## src/rtl/johnson_counter_param_if.sv

```systemverilog
// Control and status bundle for johnson_counter_param.
// The master drives the load/step controls and the slave (the counter) returns its state.
interface johnson_counter_param_if #(
  parameter int unsigned WIDTH = 4
);
  localparam int unsigned IW = $clog2(2 * WIDTH);

  logic             preset;
  logic [WIDTH-1:0] load_cnt;
  logic             en;
  logic             dir;
  logic [WIDTH-1:0] count;
  logic [IW-1:0]    state_idx;
  logic             illegal;
  logic             wrap;

  modport master (
    output preset, load_cnt, en, dir,
    input  count, state_idx, illegal, wrap
  );

  modport slave (
    input  preset, load_cnt, en, dir,
    output count, state_idx, illegal, wrap
  );
endinterface

```

## src/rtl/johnson_counter_param.sv

```systemverilog
// Parametrised Johnson/ring shift counter with direction control, synchronous load,
// illegal-state detection with optional self-correction, sequence index decode and wrap pulse.
module johnson_counter_param #(
  parameter int unsigned WIDTH        = 4,
  parameter int unsigned MODE         = 0,
  parameter int unsigned SELF_CORRECT = 1
) (
  input logic                     clk,
  input logic                     clear,
  johnson_counter_param_if.slave  bus
);
  localparam int unsigned      IW     = $clog2(2 * WIDTH);
  localparam logic [WIDTH-1:0] RstVal = (MODE == 0) ? '0 : WIDTH'(1);

  logic [WIDTH-1:0] count_q, count_d, shifted;
  logic             wrap_q, wrap_d;
  logic             legal, msb_run, lsb_run;
  logic [IW-1:0]    idx;
  int unsigned      pop, pos;

  // Popcount, set-bit position and the two anchored-run tests.
  always_comb begin
    pop     = 0;
    pos     = 0;
    msb_run = 1'b1;
    lsb_run = 1'b1;
    for (int i = 0; i < int'(WIDTH); i++) begin
      if (count_q[i]) begin
        pop = pop + 1;
        pos = i;
      end
    end
    for (int i = 0; i < int'(WIDTH) - 1; i++) begin
      if (count_q[i] && !count_q[i+1]) msb_run = 1'b0;
      if (count_q[i+1] && !count_q[i]) lsb_run = 1'b0;
    end
  end

  always_comb begin
    if (MODE == 0) begin
      legal = msb_run | lsb_run;
    end else begin
      legal = (pop == 1);
    end

    idx = '0;
    if (legal) begin
      if (MODE == 0) begin
        if (count_q[WIDTH-1]) begin
          idx = IW'(pop);
        end else begin
          idx = IW'((2 * WIDTH - pop) % (2 * WIDTH));
        end
      end else begin
        idx = IW'((WIDTH - pos) % WIDTH);
      end
    end
  end

  always_comb begin
    if (MODE == 0) begin
      shifted = bus.dir ? {~count_q[0], count_q[WIDTH-1:1]}
                        : {count_q[WIDTH-2:0], ~count_q[WIDTH-1]};
    end else begin
      shifted = bus.dir ? {count_q[0], count_q[WIDTH-1:1]}
                        : {count_q[WIDTH-2:0], count_q[WIDTH-1]};
    end
  end

  always_comb begin
    count_d = count_q;
    wrap_d  = 1'b0;
    if (!bus.preset) begin
      count_d = bus.load_cnt;
    end else if (bus.en) begin
      if (!legal && (SELF_CORRECT != 0)) begin
        count_d = RstVal;
      end else begin
        count_d = shifted;
        // Only a legal trajectory returning home counts as a wrap.
        wrap_d  = legal && (shifted == RstVal);
      end
    end
  end

  always_ff @(posedge clk or negedge clear) begin
    if (!clear) begin
      count_q <= RstVal;
      wrap_q  <= 1'b0;
    end else begin
      count_q <= count_d;
      wrap_q  <= wrap_d;
    end
  end

  assign bus.count     = count_q;
  assign bus.wrap      = wrap_q;
  assign bus.illegal   = ~legal;
  assign bus.state_idx = idx;
endmodule

```

## src/flat_wrapper.sv

```systemverilog
// flat-port wrapper written by rule: the top's interface ports become plain ports
module johnson_counter_param_flat 
#(
  parameter int unsigned WIDTH        = 4,
  parameter int unsigned MODE         = 0,
  parameter int unsigned SELF_CORRECT = 1
)
  (clk, clear, bus_preset, bus_load_cnt, bus_en, bus_dir, bus_count, bus_state_idx, bus_illegal, bus_wrap);
  johnson_counter_param_if #(.WIDTH(WIDTH)) bus_i ();
  input logic clk;
  input logic clear;
  input wire logic [$bits(bus_i.preset)-1:0] bus_preset;
  input wire logic [$bits(bus_i.load_cnt)-1:0] bus_load_cnt;
  input wire logic [$bits(bus_i.en)-1:0] bus_en;
  input wire logic [$bits(bus_i.dir)-1:0] bus_dir;
  output wire logic [$bits(bus_i.count)-1:0] bus_count;
  output wire logic [$bits(bus_i.state_idx)-1:0] bus_state_idx;
  output wire logic [$bits(bus_i.illegal)-1:0] bus_illegal;
  output wire logic [$bits(bus_i.wrap)-1:0] bus_wrap;
  assign bus_i.preset = bus_preset;
  assign bus_i.load_cnt = bus_load_cnt;
  assign bus_i.en = bus_en;
  assign bus_i.dir = bus_dir;
  assign bus_count = bus_i.count;
  assign bus_state_idx = bus_i.state_idx;
  assign bus_illegal = bus_i.illegal;
  assign bus_wrap = bus_i.wrap;
  johnson_counter_param #(.WIDTH(WIDTH), .MODE(MODE), .SELF_CORRECT(SELF_CORRECT)) u_core (.clk(clk), .clear(clear), .bus(bus_i));
endmodule
```

## config.mk

```make
export PLATFORM = sky130hd
export DESIGN_NAME = johnson_counter_param_flat
export DESIGN_NICKNAME = d
export VERILOG_FILES = /design/src/rtl/johnson_counter_param_if.sv /design/src/rtl/johnson_counter_param.sv /design/src/flat_wrapper.sv
export SDC_FILE = /design/constraint.sdc
export NUM_CORES = 1
export LEC_CHECK = 0
export ABC_CLOCK_PERIOD_IN_PS = 3000
export CAP_MARGIN = 10
export CORE_AREA = 4 4 41 43
export DETAILED_ROUTE_END_ITERATION = 12
export DIE_AREA = 0 0 45 47
export GPL_TIMING_DRIVEN = 0
export PLACE_DENSITY = 0.72
export SYNTH_ARGS = -nofsm -noshare
export SYNTH_HDL_FRONTEND = slang
export SYNTH_SLANG_ARGS = --single-unit
export TNS_END_PERCENT = 30
```

## constraint.sdc

```tcl
create_clock -name clk -period 3 [get_ports clk]
set_input_delay 0.6 -clock clk [delete_from_list [all_inputs] [get_ports clk]]
set_output_delay 0.6 -clock clk [all_outputs]
set_load 0.01 [all_outputs]
```

==> results.md <==
- Final design area excluding fillers: 812 um^2
- Power Total: 0.399 mW
- Synth warn: 0
- Initial core utilization: 41.0%
- Highest net fanout along the worst path: 3
- Category of the critical setup timing path: flop to output port
- Root buf cell: clkbuf_4
- Clock transition time at the flip-flop clock pins of the worst setup and hold paths: 0.04 ns
- Die span in x: 45 um
- Leakage Power: 0.350 nW
- Share of the synthesized area in the top cell type: 23.5%
- Routability-driven placement congestion ratio: 0.712
- Worst-case clock buffer depth: 2
- Slowest cell on crit path: dfrtp_2
- Xor-xnor portion of the synthesized cell area: 3.29%
- Class of the worst hold path: input pin to asynchronous set/reset pin
- Cell type with the largest total area after synthesis: dfrtp_1
- DRC violation count after routing: 0
- Adder and majority gate portion of the synthesized area: 14.1%
- Number of hold violations in the final report: 0
- Flops & latches, synth: 5
- Endpoint class of the critical path: output port
- Type of origin of the critical path: flop
- DRT antenna net count: 0
- IO Pins: 18
- Synth unique cells: 22
- Via count of the first global-routing pass: 490
- Total number of vias: 503
- Floorplan row count: 13
- Worst-skew pair later-pin latency: 0.24 ns
- Worst slew pin tran: 0.306 ns
- Detailed router's first-iteration violation count: 4
- Vertical die dimension: 47 um
- Final Max Slew Viols: 0
- Initial antenna violation count: 0
- DIE AREA: 2120 um^2
- TritonCTS clock tree: built
- Filler cells: 121
- Pin count of the biggest net entering global routing: 11
- Combinational family with the most area after synthesis: compound AO/OA/AOI/OAI gates
- Area taken by flip-flops and latches: 128 um^2
- Max Clk Rate: 0.343 GHz
- Routed len/inst: 12.1 um
- Clock Skews: 0.00233 ns
- Outcome: finished clean
- Count of cells along the worst register-to-register path: 4
- Share of cell area taken by muxes after synthesis: 15.7%
- Share of async-settable or async-resettable flops after synthesis: 100%
- Setup violation total in the final timing report: 0
- Compound-gate portion of the synthesized area: 19.7%
- Post-layout net count: 100
- Post-DR vias/cell: 5.08
- Final global-route overflow total: 0
- Number of iterations in the first detailed-routing pass: 4
- HPWL after DPL: 863 um
- Core region area: 1300 um^2
- Htree depth: 1
- Sequential element share of the synthesized area: 23.5%
- # Max-Cap Violations: 0
- Signed area change from the synthesized netlist to the final layout: 52.3%
- IO buf count: 16
- Most frequent cells after synthesis: nand2_1, ha_1, dfrtp_1, mux2i_1
- Main area contributors after synthesis: dfrtp_1, ha_1, mux2i_1, a2bb2oi_1, o31ai_1
- Largest stage delay on the critical path: 0.42 ns
- Post-synthesis simple-gate area fraction: 16.0%
- Power density relative to cell area: 491 nW/um^2
- Antenna diode count: 0
- Post-synthesis net count: 75
- Reg-to-reg setup timing slack: 1.58 ns
- Final critical-path required period: 2.92 ns
- Worst VDD drop: 212 uV
- Part of the cycle the worst path needs: 97.2%
- Wire length of the first global-routing pass: 1.99 mm
- Area of the mapped netlist: 533 um^2
- Mean Syn Cell Area: 8.88 um^2
- Clock sink count: 5
- Cell-by-cell trace of the critical path: inv_4, ha_4, xor2_2, ha_1, a21oi_2, ha_1, or2_4, nand3_2, nor3b_2, buf_2
- Required time at the endpoint of the critical path: 2.40 ns
- EDFF count, synth: 0
- Smallest hold slack: 0.568 ns
- Overall global routing resource usage: 13.0%
- Gate count of the mapped netlist: 60
- Drt total wl: 1.20 mm
- Total CTS buffers: 3
- Most instantiated flip-flop cell in the synthesis netlist: dfrtp_1
- Data arrival time of the critical path: 2.32 ns
- Placement Cell Area: 712 um^2
- Setup repair after global routing missed its margin: yes
- Most frequently used cell type in the post-synthesis netlist: nand2_1
- Most prevalent standard cell on the critical path: ha_1
- Proportion of layout cells with a drive suffix above 1: 29.8%
- Headroom to the max-slew limit: 79.1%
- Area of the multi-input gates: 407 um^2
[metrics by stage]
stage	setup slack, ns	TNS, ns	cells	utilization, %
after floorplan	0.0824	0	60	-
after global placement	-0.428	-0.578	91	54.7
after detailed placement	-0.431	-0.582	91	54.7
after CTS	0.0233	0	97	59.5
after global routing	-0.0129	-0.0129	99	62.4
final	0.0847	0	99	62.4
[cells by family (layout without fill, tap and decap cells)]
| group | count (synthesis) | after routing |
|---|---|---|
| compound gates | 14 | 14 |
| xor+xnor | 2 | 2 |
| fa+ha+maj | 6 | 6 |
| buf+inv | 8 | 32 |
| flops | 5 | 5 |
| mux | 7 | 7 |
| simple gates | 18 | 18 |
[critical path: cells and delay by family (launching register included)]
family	cells	cell delay, ns
flops	1	0.42
buf+inv	2	0.23
compound gates	1	0.06
xor+xnor	1	0.18
fa+ha+maj	3	0.72
simple gates	3	0.45
[worst paths after layout]
check	startpoint	endpoint
worst min-delay path	clear	u_core.bus.count[3]$_DFFE_PN0P_
worst max-delay path	u_core.bus.count[0]$_DFFE_PN0P_	bus_state_idx[2]
worst min register to register	u_core.bus.count[3]$_DFFE_PN0P_	u_core.bus.wrap$_DFF_PN0_
worst max register to register	u_core.bus.count[0]$_DFFE_PN0P_	u_core.bus.count[2]$_DFFE_PN0P_
max in group asynchronous	clear	u_core.bus.count[0]$_DFFE_PN0P_
min in group clk	u_core.bus.count[3]$_DFFE_PN0P_	u_core.bus.wrap$_DFF_PN0_
[state kept, by name, indices dropped and copies added (netlist names)]
register          flops
u_core.bus.count      4
u_core.bus.wrap       1
[what timing repair did]
action                     4_1_cts  5_1_grt
hold buffers                     0        0
gates resized for setup         10        8
hold endpoints to repair         0        0
setup buffers                    2        2
setup endpoints to repair        2        2
pin swaps                        0        1
[report_power, final]
| group | internal, mW | leakage (nW) | switching, mW |
|---|---|---|---|
| combinational | 0.130 | 0.274 | 0.111 |
| sequential | 0.0747 | 0.0610 | 0.00562 |
| clock | 0.0503 | 0.0150 | 0.0276 |
| total | 0.255 | 0.350 | 0.144 |
[placed cells by master (no fill, tap or decap), drive strengths merged]
cell type | netlist | routed
clkdlybuf4s50 | 0 | 14
buf | 3 | 8
nand2 | 7 | 7
mux2i | 6 | 6
ha | 6 | 6
inv | 5 | 5
dfrtp | 5 | 5
a2bb2oi | 4 | 4
o31ai | 4 | 4
clkbuf | 0 | 4
a21oi | 4 | 4
nor2 | 3 | 3
nand3 | 3 | 3
nand2b | 2 | 2
xor2 | 1 | 1
xnor2 | 1 | 1
mux2 | 1 | 1
or3 | 1 | 1
a2111oi | 1 | 1
or2 | 1 | 1
nor3b | 1 | 1
o21ai | 1 | 1
clkdlybuf4s15 | 0 | 1
[cell type report]
class | instances | share of cell area (%)
repair buffers | 20 | 23.3
clock buffers | 4 | 3.24
flip-flops and latches | 5 | 15.7
well taps | 15 | 2.31
plain buffers | 3 | 2.77
inverters | 5 | 2.62
multi-input cells | 47 | 50.1
[per-layer routing]
layer | GRT usage [%] | vias to the layer above | wire length (um)
met2 | 21.5 | 16 | 595
met3 | 2.68 | 3 | 58
met1 | 16.0 | 223 | 529
met5 | 0 | - | 0
met4 | 7.02 | 0 | 18
li1 | - | 261 | -
(Power assumes the default switching activity.)
